File: src/rtl/mram_be_wbuf_ctrl.sv
// -----------------------------------------------------------------------------
// mram_be_wbuf_ctrl
//   Access controller in front of one single-port byte-enable SRAM macro.
//   A unified read/write request stream is split so that writes are parked
//   in a small FIFO write buffer and drained onto the SRAM port whenever it is
//   not needed by a read. Reads win the port unless the buffer is full. A read
//   whose address matches any buffered write is held off until that write has
//   drained. Read data is bypassed from SRAM DOUT in the cycle it is valid and
//   captured in a hold register so it stays stable under response backpressure.
//
// Ports
//   clk_i, rst_ni            clock (posedge), asynchronous active-low reset
//   req_valid_i/req_ready_o  request handshake
//   req_we_i                 byte write mask, all-zero means read
//   req_addr_i, req_wdat_i   word address and write data
//   rsp_valid_o/rsp_ready_i  read response handshake
//   rsp_data_o               read data
//   wb_empty_o               buffer empty and no SRAM write this cycle
//   sram_addr_o, sram_re_o,
//   sram_we_o, sram_din_o    SRAM macro controls
//   sram_dout_i              SRAM read data, valid the cycle after sram_re_o
//
// Build option
//   NCPU_WBUF_MERGE_EN : when defined, a write to the same address as the
//   newest buffered entry (that is not being drained this cycle) is merged
//   into that entry instead of allocating a new one.
// -----------------------------------------------------------------------------
module mram_be_wbuf_ctrl #(
  parameter int P_DW       = 6,
  parameter int AW         = 6,
  parameter int WB_P_DEPTH = 2
) (
  input  logic                          clk_i,
  input  logic                          rst_ni,
  input  logic                          req_valid_i,
  output logic                          req_ready_o,
  input  logic [((1<<P_DW)/8)-1:0]      req_we_i,
  input  logic [AW-1:0]                 req_addr_i,
  input  logic [(1<<P_DW)-1:0]          req_wdat_i,
  output logic                          rsp_valid_o,
  input  logic                          rsp_ready_i,
  output logic [(1<<P_DW)-1:0]          rsp_data_o,
  output logic                          wb_empty_o,
  output logic [AW-1:0]                 sram_addr_o,
  output logic                          sram_re_o,
  output logic [((1<<P_DW)/8)-1:0]      sram_we_o,
  output logic [(1<<P_DW)-1:0]          sram_din_o,
  input  logic [(1<<P_DW)-1:0]          sram_dout_i
);

  localparam int DW    = 1 << P_DW;
  localparam int BYTES = DW / 8;
  localparam int DEPTH = 1 << WB_P_DEPTH;
  localparam int PW    = WB_P_DEPTH;
  localparam logic [PW:0] DEPTH_C = (PW+1)'(DEPTH);
  localparam logic [PW:0] ZERO_C  = (PW+1)'(0);

  // Write buffer storage and pointers
  logic [AW-1:0]    ent_addr_q [DEPTH];
  logic [BYTES-1:0] ent_we_q   [DEPTH];
  logic [DW-1:0]    ent_wdat_q [DEPTH];
  logic [PW-1:0]    rd_ptr_q, rd_ptr_d;
  logic [PW-1:0]    wr_ptr_q, wr_ptr_d;
  logic [PW:0]      count_q, count_d;

  // Response state: rsp_pend_q marks the cycle SRAM DOUT carries our data
  logic             rsp_valid_q, rsp_valid_d;
  logic             rsp_pend_q, rsp_pend_d;
  logic [DW-1:0]    hold_q, hold_d;

  logic is_wr_s, full_s, hazard_s, rsp_free_s;
  logic rd_go_s, push_s, merge_s, drain_s;
`ifdef NCPU_WBUF_MERGE_EN
  logic [PW-1:0] tail_m1_s;
`endif

  // Address match of the incoming request against every occupied buffer slot
  always_comb begin
    hazard_s = 1'b0;
    for (int i = 0; i < DEPTH; i++) begin
      if (((PW+1)'(i) < count_q) && (ent_addr_q[rd_ptr_q + PW'(i)] == req_addr_i)) begin
        hazard_s = 1'b1;
      end else begin
        hazard_s = hazard_s;
      end
    end
  end

  // Request decode, port arbitration and next-state computation
  always_comb begin
    is_wr_s    = |req_we_i;
    full_s     = (count_q == DEPTH_C);
    rsp_free_s = !rsp_valid_q || rsp_ready_i;

`ifdef NCPU_WBUF_MERGE_EN
    tail_m1_s = wr_ptr_q - PW'(1);
    // With two or more entries the newest one can never be the head being
    // drained this cycle, so merging into it is always safe.
    merge_s   = rst_ni && req_valid_i && is_wr_s && (count_q > (PW+1)'(1)) &&
                (ent_addr_q[tail_m1_s] == req_addr_i);
`else
    merge_s   = 1'b0;
`endif

    rd_go_s = rst_ni && req_valid_i && !is_wr_s && !hazard_s && rsp_free_s && !full_s;
    push_s  = rst_ni && req_valid_i && is_wr_s && !full_s && !merge_s;
    // A full buffer always drains; otherwise a read takes the port first
    drain_s = rst_ni && (count_q != ZERO_C) && (full_s || !rd_go_s);

    rd_ptr_d = drain_s ? (rd_ptr_q + PW'(1)) : rd_ptr_q;
    wr_ptr_d = push_s  ? (wr_ptr_q + PW'(1)) : wr_ptr_q;
    count_d  = count_q + (PW+1)'(push_s) - (PW+1)'(drain_s);

    rsp_pend_d = rd_go_s;
    if (rd_go_s) begin
      rsp_valid_d = 1'b1;
    end else if (rsp_ready_i) begin
      rsp_valid_d = 1'b0;
    end else begin
      rsp_valid_d = rsp_valid_q;
    end
    hold_d = rsp_pend_q ? sram_dout_i : hold_q;

    req_ready_o = is_wr_s ? (push_s || merge_s) : rd_go_s;
    sram_re_o   = rd_go_s;
    sram_we_o   = drain_s ? ent_we_q[rd_ptr_q] : {BYTES{1'b0}};
    sram_addr_o = rd_go_s ? req_addr_i : ent_addr_q[rd_ptr_q];
    sram_din_o  = ent_wdat_q[rd_ptr_q];
    rsp_valid_o = rsp_valid_q;
    rsp_data_o  = rsp_pend_q ? sram_dout_i : hold_q;
    wb_empty_o  = (count_q == ZERO_C) && !drain_s;
  end

  // Control and response state registers
  always_ff @(posedge clk_i or negedge rst_ni) begin
    if (!rst_ni) begin
      rd_ptr_q    <= {PW{1'b0}};
      wr_ptr_q    <= {PW{1'b0}};
      count_q     <= ZERO_C;
      rsp_valid_q <= 1'b0;
      rsp_pend_q  <= 1'b0;
      hold_q      <= {DW{1'b0}};
    end else begin
      rd_ptr_q    <= rd_ptr_d;
      wr_ptr_q    <= wr_ptr_d;
      count_q     <= count_d;
      rsp_valid_q <= rsp_valid_d;
      rsp_pend_q  <= rsp_pend_d;
      hold_q      <= hold_d;
    end
  end

  // Buffer entry storage: allocate at the tail, or merge into the newest entry
  always_ff @(posedge clk_i or negedge rst_ni) begin
    if (!rst_ni) begin
      for (int i = 0; i < DEPTH; i++) begin
        ent_addr_q[i] <= {AW{1'b0}};
        ent_we_q[i]   <= {BYTES{1'b0}};
        ent_wdat_q[i] <= {DW{1'b0}};
      end
    end else begin
      if (push_s) begin
        ent_addr_q[wr_ptr_q] <= req_addr_i;
        ent_we_q[wr_ptr_q]   <= req_we_i;
        ent_wdat_q[wr_ptr_q] <= req_wdat_i;
      end
`ifdef NCPU_WBUF_MERGE_EN
      else if (merge_s) begin
        ent_we_q[tail_m1_s] <= ent_we_q[tail_m1_s] | req_we_i;
        for (int b = 0; b < BYTES; b++) begin
          if (req_we_i[b]) begin
            ent_wdat_q[tail_m1_s][8*b +: 8] <= req_wdat_i[8*b +: 8];
          end
        end
      end
`endif
    end
  end

endmodule

File: config.mk
export PLATFORM = sky130hd
export DESIGN_NAME = mram_be_wbuf_ctrl
export DESIGN_NICKNAME = d
export VERILOG_FILES = /design/src/rtl/mram_be_wbuf_ctrl.sv
export SDC_FILE = /design/constraint.sdc
export NUM_CORES = 1
export LEC_CHECK = 0
export ABC_AREA = 1
export BUFFER_PORTS_ARGS = -buffer_cell sky130_fd_sc_hd__buf_2
export CORE_ASPECT_RATIO = 0.6
export CORE_MARGIN = 2
export CORE_UTILIZATION = 41
export CTS_BUF_LIST = sky130_fd_sc_hd__clkbuf_16
export CTS_CLUSTER_SIZE = 8
export DETAILED_ROUTE_END_ITERATION = 16
export MAX_ROUTING_LAYER = met4
export PLACE_DENSITY = 0.68
export SYNTH_ARGS = -nofsm -noshare
export SYNTH_HDL_FRONTEND = slang
export SYNTH_SLANG_ARGS = --single-unit
export TNS_END_PERCENT = 30
File: constraint.sdc
create_clock -name clk_i -period 6.4 [get_ports clk_i]
set_clock_uncertainty 0.1 [all_clocks]
set_input_delay 0.96 -clock clk_i [delete_from_list [all_inputs] [get_ports clk_i]]
set_output_delay 0.96 -clock clk_i [all_outputs]
set_load 0.01 [all_outputs]
Word-level counts from Yosys, hierarchy flattened
Index checks and enable logic that the tools add are counted.
{"block": "totals", "register_bits": 385, "input_bits": 146, "output_inout_bits": 146}
{"block": "op_classes", "add_sub_neg": 6, "magnitude_cmp": 10, "n_eq_ne": 5, "mux": 37, "bitwise": 5, "n_reduce_logical": 27}
{"op": "256-bit bitwise mux", "n": 1}
{"op": "64-bit two-way mux", "n": 4}
{"op": "64-bit binary-select mux with 2-bit select", "n": 1}
{"op": "64-bit demux with 2-bit select", "n": 1}
{"op": "6-bit two-way mux", "n": 10}
{"op": "6-bit binary-select mux with 2-bit select", "n": 4}
{"op": "32-bit bitwise mux", "n": 1}
{"op": "8-bit two-way mux", "n": 4}
{"op": "24-bit bitwise mux", "n": 1}
{"op": "6-bit equality test", "n": 4}
{"op": "8-bit binary-select mux with 2-bit select", "n": 1}
{"op": "8-bit demux with 2-bit select", "n": 1}
{"op": "3-bit greater-or-equal comparator (second input constant)", "n": 5}
{"op": "1-bit logical AND", "n": 15}
{"op": "2-bit NOT with 3-bit output", "n": 5}
{"op": "6-bit demux with 2-bit select", "n": 1}
{"op": "8-bit OR reduction", "n": 1}
{"op": "1-bit two-way mux", "n": 7}
{"op": "1-bit logical NOT", "n": 6}
{"op": "1-bit by 3-bit less-than comparator with 1-bit output (first input constant)", "n": 2}
{"op": "2-bit by 3-bit less-than comparator with 1-bit output (first input constant)", "n": 2}
{"op": "2-bit by 1-bit adder with 2-bit output (second input constant)", "n": 2}
{"op": "2-bit adder (second input constant)", "n": 2}
{"op": "3-bit by 1-bit adder with 3-bit output", "n": 1}
{"op": "other kinds (7)", "n": 8}

Longest topological paths before layout
Gate-level depths: netlist of run 1.
{"block": "logic_depth", "depth_word": 19, "mapped_depth": 22, "depth_no_buf": 19}

Worst setup path after synthesis of run 1
Ideal clock, no wire load.
{"block": "synth_path", "path_kind": "input port to output port", "startpoint": "in req_addr_i[2]", "endpoint": "out sram_we_o[0]", "arrival_ns": 2.261, "required_time_ns": 5.340, "slack_ns": 3.079, "cell_stages": 12, "n_path_buf": 2, "path_cell_list": "clkbuf_1 inv_1 nand3_1 nand2_1 nor2_1 nand3_1 nand3_1 nand2_1 nand2_2 nand2_1 buf_2 nor2_1"}
{"block": "synth_between", "elab_chain_cells": 14, "word_cells_on_any_way": 20}
{"item": "start, declared", "line_no": "38", "text": "input logic [AW-1:0] req_addr_i,"}
{"item": "6-bit equality test", "line_no": "81", "text": "if (((PW+1)'(i) < count_q) && (ent_addr_q[rd_ptr_q + PW'(i)] == req_addr_i)) begin"}
{"item": "1-bit logical AND", "line_no": "81"}
{"item": "1-bit two-way mux (3 in a row)", "line_no": "81"}
{"item": "1-bit two-way mux (*)", "line_no": "81"}
{"item": "1-bit logical NOT (*)", "line_no": "105", "text": "rd_go_s = rst_ni && req_valid_i && !is_wr_s && !hazard_s && rsp_free_s && !full_s;"}
{"item": "1-bit logical AND (*) (3 in a row)", "line_no": "105"}
{"item": "1-bit logical NOT (*)", "line_no": "108", "text": "drain_s = rst_ni && (count_q != ZERO_C) && (full_s || !rd_go_s);"}
{"item": "1-bit logical OR (*)", "line_no": "108"}
{"item": "1-bit logical AND (*)", "line_no": "108"}
{"item": "8-bit two-way mux (*)", "line_no": "126", "text": "sram_we_o = drain_s ? ent_we_q[rd_ptr_q] : {BYTES{1'b0}};"}
{"item": "end, declared", "line_no": "46", "text": "output logic [((1<<P_DW)/8)-1:0] sram_we_o,"}
Mark *: on every way between the ends. The rest lies on a longest branch, timed or not.

Worst setup path in the final report of run 1
{"block": "layout_path", "startpoint": "reg rd_ptr_q[0]", "endpoint": "out sram_we_o[0]"}
{"block": "layout_between", "elab_chain_cells": 18, "word_cells_on_any_way": 42}
{"item": "start, declared", "line_no": "62", "text": "logic [PW-1:0] rd_ptr_q, rd_ptr_d;"}
{"item": "start signal, assigned", "line_no": "137", "text": "rd_ptr_q <= {PW{1'b0}};"}
{"item": "start signal, assigned", "line_no": "144", "text": "rd_ptr_q <= rd_ptr_d;"}
{"item": "2-bit by 1-bit adder with 2-bit output or 2-bit NOT with 3-bit output (tied branches)", "line_no": "81, 126"}
{"item": "2-bit NOT with 3-bit output (not written as such) or 6-bit binary-select mux with 2-bit select (tied branches)", "line_no": "81"}
{"item": "6-bit binary-select mux with 2-bit select or 6-bit two-way mux (tied branches)", "line_no": "81"}
{"item": "6-bit two-way mux (not written as such)", "line_no": "81"}
{"item": "6-bit two-way mux (not written as such) or 6-bit equality test (tied branches)", "line_no": "81"}
{"item": "6-bit equality test or 1-bit logical AND (tied branches)", "line_no": "81"}
{"item": "1-bit logical AND or 1-bit two-way mux (tied branches)", "line_no": "81"}
{"item": "1-bit two-way mux (3 in a row)", "line_no": "81"}
{"item": "1-bit logical NOT", "line_no": "105"}
{"item": "1-bit logical AND (3 in a row)", "line_no": "105"}
{"item": "1-bit logical NOT", "line_no": "108"}
{"item": "1-bit logical OR", "line_no": "108"}
{"item": "1-bit logical AND", "line_no": "108"}
{"item": "8-bit two-way mux (*)", "line_no": "126"}
Mark *: on every way between the ends. The rest lies on a longest branch, timed or not. The select of a mux whose other input is x is not followed.

==> results of run 1 <==
==> Yosys cell counts (all sizes together) <==
cell type,count
fa,1
a221oi,8
mux2,208
xor2,5
o21ai,183
clkinv,1
nand4,1
xnor2,1
o21a,6
o221ai,64
o22ai,8
a22oi,64
clkbuf,68
nor2,27
dfrtp,385
buf,35
nand3,48
nand2,345
inv,195
ha,8
a31oi,1
nor4,2
a21oi,1
o211ai,1
==> flip-flops by register name (all words and copies together), names as in the netlist <==
signal	count
ent_wdat_q	256
hold_q	64
ent_we_q	32
ent_addr_q	24
count_q	3
rd_ptr_q	2
wr_ptr_q	2
rsp_pend_q	1
rsp_valid_o	1
==> worst paths after layout <==
| check | to | slack (ps) |
|---|---|---|
| worst max register to register | count_q[2] | 1150 |
| worst max-delay path | sram_we_o[0] | 530 |
| max in group asynchronous | ent_wdat_q[52] | 4530 |
| worst min-delay path | hold_q[22] | 210 |
| worst min register to register | hold_q[28] | 390 |
| min in group clk_i | hold_q[28] | 390 |
==> cell families after synthesis <==
kind of cell | after synthesis | synth area share (%)
AO/OA/AOI/OAI | 336 | 12.5
XOR/XNOR | 6 | 0.307
adder cells (fa/ha/maj) | 9 | 0.701
buffers and inverters | 299 | 6.87
flip-flops | 385 | 56.2
multiplexers | 208 | 13.7
AND/OR/NAND/NOR | 423 | 9.76
==> power breakdown <==
group / internal, mW / leakage [nW] / switching [mW]
Sequential: 3.46 / 4.76 / 0.440
Combinational: 1.60 / 4.55 / 2.46
Clock: 1.50 / 0.710 / 1.02
==> layout by cell type (no fill, tap or decap), types with 2 or more instances in the layout <==
master and instances:
sky130_fd_sc_hd__diode_2 5, sky130_fd_sc_hd__o21ai_0 182, sky130_fd_sc_hd__dfrtp_1 384, sky130_fd_sc_hd__nor2_4 4, sky130_fd_sc_hd__mux2_2 208, sky130_fd_sc_hd__xor2_1 5, sky130_fd_sc_hd__nand2_1 340, sky130_fd_sc_hd__buf_4 16
sky130_fd_sc_hd__nand2_2 4, sky130_fd_sc_hd__nor4_1 2, sky130_fd_sc_hd__a221oi_1 8, sky130_fd_sc_hd__ha_1 8, sky130_fd_sc_hd__nand3_1 48, sky130_fd_sc_hd__buf_12 2, sky130_fd_sc_hd__inv_1 195, sky130_fd_sc_hd__nor2_1 23
sky130_fd_sc_hd__o21a_1 6, sky130_fd_sc_hd__clkbuf_16 55, sky130_fd_sc_hd__o22ai_1 8, sky130_fd_sc_hd__buf_2 290, sky130_fd_sc_hd__o221ai_1 64, sky130_fd_sc_hd__clkinv_16 2, sky130_fd_sc_hd__a22oi_1 64
==> area by class of cell <==
class	count	area [sq um]	share of cell area (%)
diodes	5	12.5	0.0610
clock buffers	55	1380	6.71
clock inverters	4	72.6	0.354
inverters	196	736	3.59
multi-input cells	982	6360	31.0
flip-flops and latches	385	9640	47.0
well taps	560	701	3.41
repair buffers	309	1630	7.93
==> routing by layer <==
| layer | up-vias | track usage, % |
|---|---|---|
| li1 | 6120 | - |
| met1 | 6553 | 30.4 |
| met2 | 387 | 32.4 |
| met3 | 67 | 4.08 |
| met4 | 0 | 5.64 |
| met5 | - | - |
==> worst register-to-register path: cells and delay by family, from the launching register on <==
kind / cells / cell delay (ps)
and+or+nand+nor: 10 / 2310
buffers and inverters: 4 / 1120
adders and majority gates: 3 / 880
DFF: 1 / 360
xor gates and xnor gates: 1 / 140
AOI/OAI and AO/OA: 2 / 220
==> metrics by stage <==
stage	instances	utilization [%]	hold WS (ps)	setup WS, ps
after floorplan	1666	-	381	3080
after global placement	2432	46.6	376	1270
after detailed placement	2432	46.6	381	1170
after CTS	2491	50.2	218	543
after global routing	2496	50.2	250	89.7
final	2496	50.2	212	532
==> flow_metrics.tcl, run 1 <==
set metrics [dict create \
    run_status "completed" \
    worst-r2r-cell-count 20 \
    critPathBufInv 3 \
    synthToLayoutAreaGrowth_pct 19.7 \
    worst_setup_path_end_kind "primary output" \
    final-max-slew-violation-count 0 \
    rsz0062_at_grt "no" \
    boundaryPins 292 \
    number_of_distinct_standard_cells_referenced_by_the_synthesized_netlist 32 \
    row_count 57 \
    synth-warning-count 0 \
    p_leak_nw 10.0 \
    synth_cells 1666 \
    critPathMostFrequentCell "sky130_fd_sc_hd__nor2_1" \
    cts-resized-gates 0 \
    cts-root-buf "sky130_fd_sc_hd__clkbuf_16" \
    synth-seq-cells 385 \
    largest_cells_by_area_after_synthesis "sky130_fd_sc_hd__dfrtp_1, sky130_fd_sc_hd__mux2_2, sky130_fd_sc_hd__nand2_1" \
    die_area_sq_mm 0.0435 \
    numClockSinks 385 \
    fillCellCount 3669 \
    met3_wirelength_mm 2.79 \
    powerDensity_mw_per_mm2 511 \
    worst_min_delay_path_class "primary input to async pin" \
    worst_r2r_startpoint "rd_ptr_q[0]" \
    design.core.area_sq_mm 0.0409 \
    grt_pass1_wl_mm 72.5 \
    synth.net_count 1821 \
    cp_max_fo 44 \
    dpl.hpwl_mm 29.5 \
    antenna_found_initial 5 \
    grt_pass1_vias 13300 \
    tritoncts.num_buffers 54 \
    clock_insertion_delay_worst_skew_ps 580 \
    critical_path.top_delay_family "simple AND/OR/NAND/NOR gates" \
    place_congestion 0.909 \
    crit_required_ps 5340 \
    post-cts-setup-buffers 0 \
    cts_htree_levels 2 \
    setup_tns_final_ps 0 \
    die_height_microns 162 \
    timing.max_cap.violations 0 \
    report.final.hold_viol_count 0 \
    detail_route.iter0.violations 1150 \
    route.detailed.vias_per_inst 5.26 \
    grt.total_usage_pct 21.6 \
    path_cells "buf_4 -> inv_1 -> nand2_4 -> nand2_2 -> o21ai_0 -> nand2_1 -> o21ai_0 -> nor2_1 -> nand2_1 -> nor2_1 -> nor2_1 -> nand2_2 -> nand2_1 -> nor2_1 -> buf_2" \
    total_met2_wirelength_after_detailed_routing_mm 20.6 \
    timing.setup.critical_path_class "register to primary output" \
    cp_slowest_cell "sky130_fd_sc_hd__inv_1" \
    yosys.area.top_type "sky130_fd_sc_hd__dfrtp_1" \
    synth_largest_type_area_fraction_pct 56.2 \
    syn_avg_cell_area_sq_um 10.3 \
    min_tclk_post_route_ps 5870 \
    grt-ovfl-total 0 \
    fin_crit_sh_pct 91.7 \
    path_clk_slew_ps 60 \
    max_clock_freq_mhz 170 \
    tritoncts "built" \
    route.final.wire_length_mm 45.2 \
    antenna_violating_nets_post_route 0 \
    drc_errors 0 \
    die_x_microns 268 \
    timing.critical_path.slowest_cell_delay_ps 730 \
    buffers_from_clock_root_to_sink_at_most 3 \
    dr.max_layer_used "met4" \
    worst_ir_drop_vdd_v 0.000330 \
    drt-wirelength-per-cell_microns 18.1 \
    max_slew.worst_pin.slew_ps 1210 \
    wl_met1_mm 21.0 \
    worst-endpoint-arrival_ps 4810 \
    setup.worst_path.start "rd_ptr_q[0]" \
    seq_area_frac_synth_pct 56.2 \
    drive_above_1_share_pct 30.3 \
    fin_area_sq_mm 0.0205 \
    post-layout-total-power_mw 10.5 \
    slew_headroom_pct 19.3 \
    via_count 13100 \
    initial_core_utilization_pct 41.9 \
    io_buffers 291 \
    synthesis.area_sq_mm 0.0171 \
    path_depth 15 \
    finish.net_count 2083 \
    detailedRoute.firstPassIterationCount 5 \
    setup-violations-final 0 \
    placed_area_sq_mm 0.0191 \
    worst_setup_path_start_kind "register" \
    pin_count_of_the_biggest_net_entering_global_routing 182 \
    ctsHoldBuffers 0 \
]
No activity file was read; power rests on OpenSTA's default activity.
==> run 2: changes to the inputs <==
--- a/config.mk
+++ b/config.mk
@@ -5,7 +5,6 @@
 export SDC_FILE = /design/constraint.sdc
 export NUM_CORES = 1
 export LEC_CHECK = 0
-export ABC_AREA = 1
 export BUFFER_PORTS_ARGS = -buffer_cell sky130_fd_sc_hd__buf_2
 export CORE_ASPECT_RATIO = 0.6
 export CORE_MARGIN = 2
@@ -15,6 +14,7 @@
 export DETAILED_ROUTE_END_ITERATION = 16
 export MAX_ROUTING_LAYER = met4
 export PLACE_DENSITY = 0.68
+export SKIP_LAST_GASP = 1
 export SYNTH_ARGS = -nofsm -noshare
 export SYNTH_HDL_FRONTEND = slang
 export SYNTH_SLANG_ARGS = --single-unit
==> flow_metrics.tcl, run 2 <==
set metrics [dict create \
    syn_avg_cell_area_sq_um 16.7 \
    timing.setup.critical_path_class "register to primary output" \
    worst_ir_drop_vdd_v 0.000267 \
    rsz0062_at_grt "no" \
    buffers_from_clock_root_to_sink_at_most 3 \
    synth-async-reset-ratio_pct 100 \
    timing.max_cap.violations 0 \
    initial_core_utilization_pct 41.9 \
    cp_slowest_cell "sky130_fd_sc_hd__dfrtp_4" \
    synthToLayoutAreaGrowth_pct 19.8 \
    registers_with_the_highest_flip_flop_counts "ent_wdat_q (256), hold_q (64), ent_we_q (32)" \
    worst-r2r-cell-count 10 \
    io_buffers 291 \
    min_tclk_post_route_ps 4990 \
    critPathBufInv 1 \
    worst-endpoint-arrival_ps 3930 \
    ctsHoldBuffers 0 \
    path_cells "mux4_2 -> xnor2_1 -> nand4_1 -> nor4_1 -> nor4_1 -> a21boi_2 -> and2_1 -> buf_2" \
    seq_area_frac_synth_pct 56.4 \
    report.final.hold_viol_count 0 \
    synth_largest_type_area_fraction_pct 56.4 \
    final-max-slew-violation-count 0 \
    drt-wirelength-per-cell_microns 20.7 \
    synth_cells 1023 \
    cts-resized-gates 0 \
    detailedRoute.firstPassIterationCount 4 \
    place_congestion 0.752 \
    fin_crit_sh_pct 77.9 \
    largest_cells_by_area_after_synthesis "sky130_fd_sc_hd__dfrtp_1, sky130_fd_sc_hd__mux2_2, sky130_fd_sc_hd__mux4_2" \
    r2r_end "count_q[1]" \
    synth_flop_cell "sky130_fd_sc_hd__dfrtp_1" \
    finish.net_count 1466 \
    powerDensity_mw_per_mm2 515 \
    max_clock_freq_mhz 200 \
    worst_setup_path_end_kind "primary output" \
    detail_route.iter0.violations 504 \
    worst_r2r_startpoint "rd_ptr_q[1]" \
    synthesis.area_sq_mm 0.0171 \
    design.core.area_sq_mm 0.0408 \
    antenna_violating_nets_post_route 0 \
    drive_above_1_share_pct 64.6 \
    synth-warning-count 0 \
    run_status "completed" \
    cp_max_fo 52 \
    yosys.area.top_type "sky130_fd_sc_hd__dfrtp_1" \
    setup-violations-final 0 \
    timing.critical_path.slowest_cell_delay_ps 980 \
    synth-seq-cells 385 \
    mostFrequentLayoutCells "sky130_fd_sc_hd__mux2_2, sky130_fd_sc_hd__dfrtp_1, sky130_fd_sc_hd__buf_2" \
    synth_edf_count 0 \
    route.detailed.vias_per_inst 5.22 \
    grt.busiest_layer "met2" \
    timing.reg2reg.setup_slack_ps 2220 \
    cts-root-buf "sky130_fd_sc_hd__clkbuf_16" \
    synth.net_count 1178 \
    number_of_distinct_standard_cells_referenced_by_the_synthesized_netlist 32 \
    dpl.hpwl_mm 25.0 \
    numClockSinks 385 \
    die_height_microns 162 \
    slew_headroom_pct 31.0 \
    antenna_found_initial 4 \
    die_area_sq_mm 0.0434 \
    setup_tns_final_ps 0 \
    die_x_microns 268 \
    tritoncts.num_buffers 54 \
    max_slew.worst_pin.slew_ps 1030 \
    max_flop_register "ent_wdat_q" \
    grt.total_usage_pct 18.7 \
    critPathMostFrequentCell "sky130_fd_sc_hd__nor4_1" \
    cts_htree_levels 2 \
    global_route.usage.met1_pct 25.6 \
    drc_errors 0 \
    route.final.wire_length_mm 38.9 \
    synthTopCellsByCount "sky130_fd_sc_hd__dfrtp_1, sky130_fd_sc_hd__mux2_2, sky130_fd_sc_hd__mux4_2, sky130_fd_sc_hd__clkbuf_1" \
    grt_use_met3_pct 4.78 \
    synthMostInstantiatedCell "sky130_fd_sc_hd__dfrtp_1" \
    p_leak_nw 9.31 \
    path_clk_slew_ps 50 \
    boundaryPins 292 \
    post-cts-setup-buffers 0 \
    row_count 57 \
    tritoncts "built" \
    worst_setup_path_start_kind "register" \
    whs_ps 287 \
    grt-ovfl-total 0 \
    worst_min_delay_path_class "primary input to async pin" \
    clock_insertion_delay_worst_skew_ps 570 \
    critical_path.top_delay_family "flip-flops" \
    via_count 9826 \
    grt_pass1_wl_mm 61.2 \
    grt_pass1_vias 10500 \
    largest_register_ffs 256 \
    use_met2_pct 28.8 \
    pin_count_of_the_biggest_net_entering_global_routing 83 \
    crit_required_ps 5340 \
]
-- run 2: how the worst max path moves through the flow --
| stage | cells past startpoint | startpoint | slack, ps | to |
|---|---|---|---|---|
| 2_1_floorplan | 7 | req_addr_i[5] | 2840 | sram_addr_o[0] |
| 3_3_place_gp | 8 | rd_ptr_q[1] | 1970 | sram_we_o[7] |
| 3_5_place_dp | 6 | rst_ni | 1940 | ent_wdat_q[26] |
| 4_1_cts | 8 | rd_ptr_q[1] | 1330 | sram_we_o[2] |
| 5_1_grt | 8 | rd_ptr_q[1] | 1180 | sram_we_o[2] |
| 6_report | 8 | rd_ptr_q[1] | 1410 | sram_we_o[2] |
-- run 2: kinds of logic (layout without fill, tap and decap cells) --
logic type / Yosys count / count (layout) / share of synthesized area, %
and+or+nand+nor: 34 / 34 / 1.17
adders and majority gates: 9 / 9 / 0.703
DFF: 385 / 385 / 56.4
buffers and inverters: 81 / 375 / 2.11
xor gates and xnor gates: 27 / 27 / 1.38
AOI/OAI and AO/OA: 9 / 9 / 0.410
other: 0 / 4 / 0
muxes: 478 / 478 / 37.8
-- run 2: where the power goes --
part | switching [mW] | internal (mW) | total, mW
clock network | 0.986 | 1.48 | 2.46
registers | 0.679 | 3.47 | 4.15
logic | 1.60 | 2.32 | 3.92
-- run 2: per-layer routing --
metal | vias up | share of wire (%)
li1 | 4352 | -
met1 | 5166 | 46
met2 | 261 | 47
met3 | 47 | 6.6
met4 | 0 | 1.1
met5 | - | 0
-- run 2: area by class of cell --
cell class	count	area, sq um
clock inverters	8	57.6
repair buffers	304	1560
flip-flops and latches	385	9640
fillers	3461	20300
diodes	4	10.0
clock buffers	54	1350
well taps	560	701
inverters	9	33.8
multi-input cells	557	7100
-- run 2: worst register-to-register path, cell delays in order (launching register included) --
cell and delay, ps:
sky130_fd_sc_hd__dfrtp_4 980, sky130_fd_sc_hd__mux4_2 620, sky130_fd_sc_hd__xnor2_1 170, sky130_fd_sc_hd__nand4_1 110
sky130_fd_sc_hd__nor4_1 330, sky130_fd_sc_hd__nor4_1 150, sky130_fd_sc_hd__a21boi_2 630, sky130_fd_sc_hd__ha_1 360
sky130_fd_sc_hd__inv_1 60, sky130_fd_sc_hd__ha_1 150, sky130_fd_sc_hd__fa_1 410
-- run 2: metrics by stage --
stage	cells	setup WS, ps	instance area (sq um)	power (mW)	utilization, %
6_report	1881	1410	20500	10.5	50.2
3_5_place_dp	1815	1940	19000	8.16	46.7
3_3_place_gp	1815	1970	19000	8.02	46.7
4_1_cts	1877	1330	20500	10.7	50.1
2_1_floorplan	1023	2840	17100	6.87	-
5_1_grt	1881	1180	20500	11.2	50.2
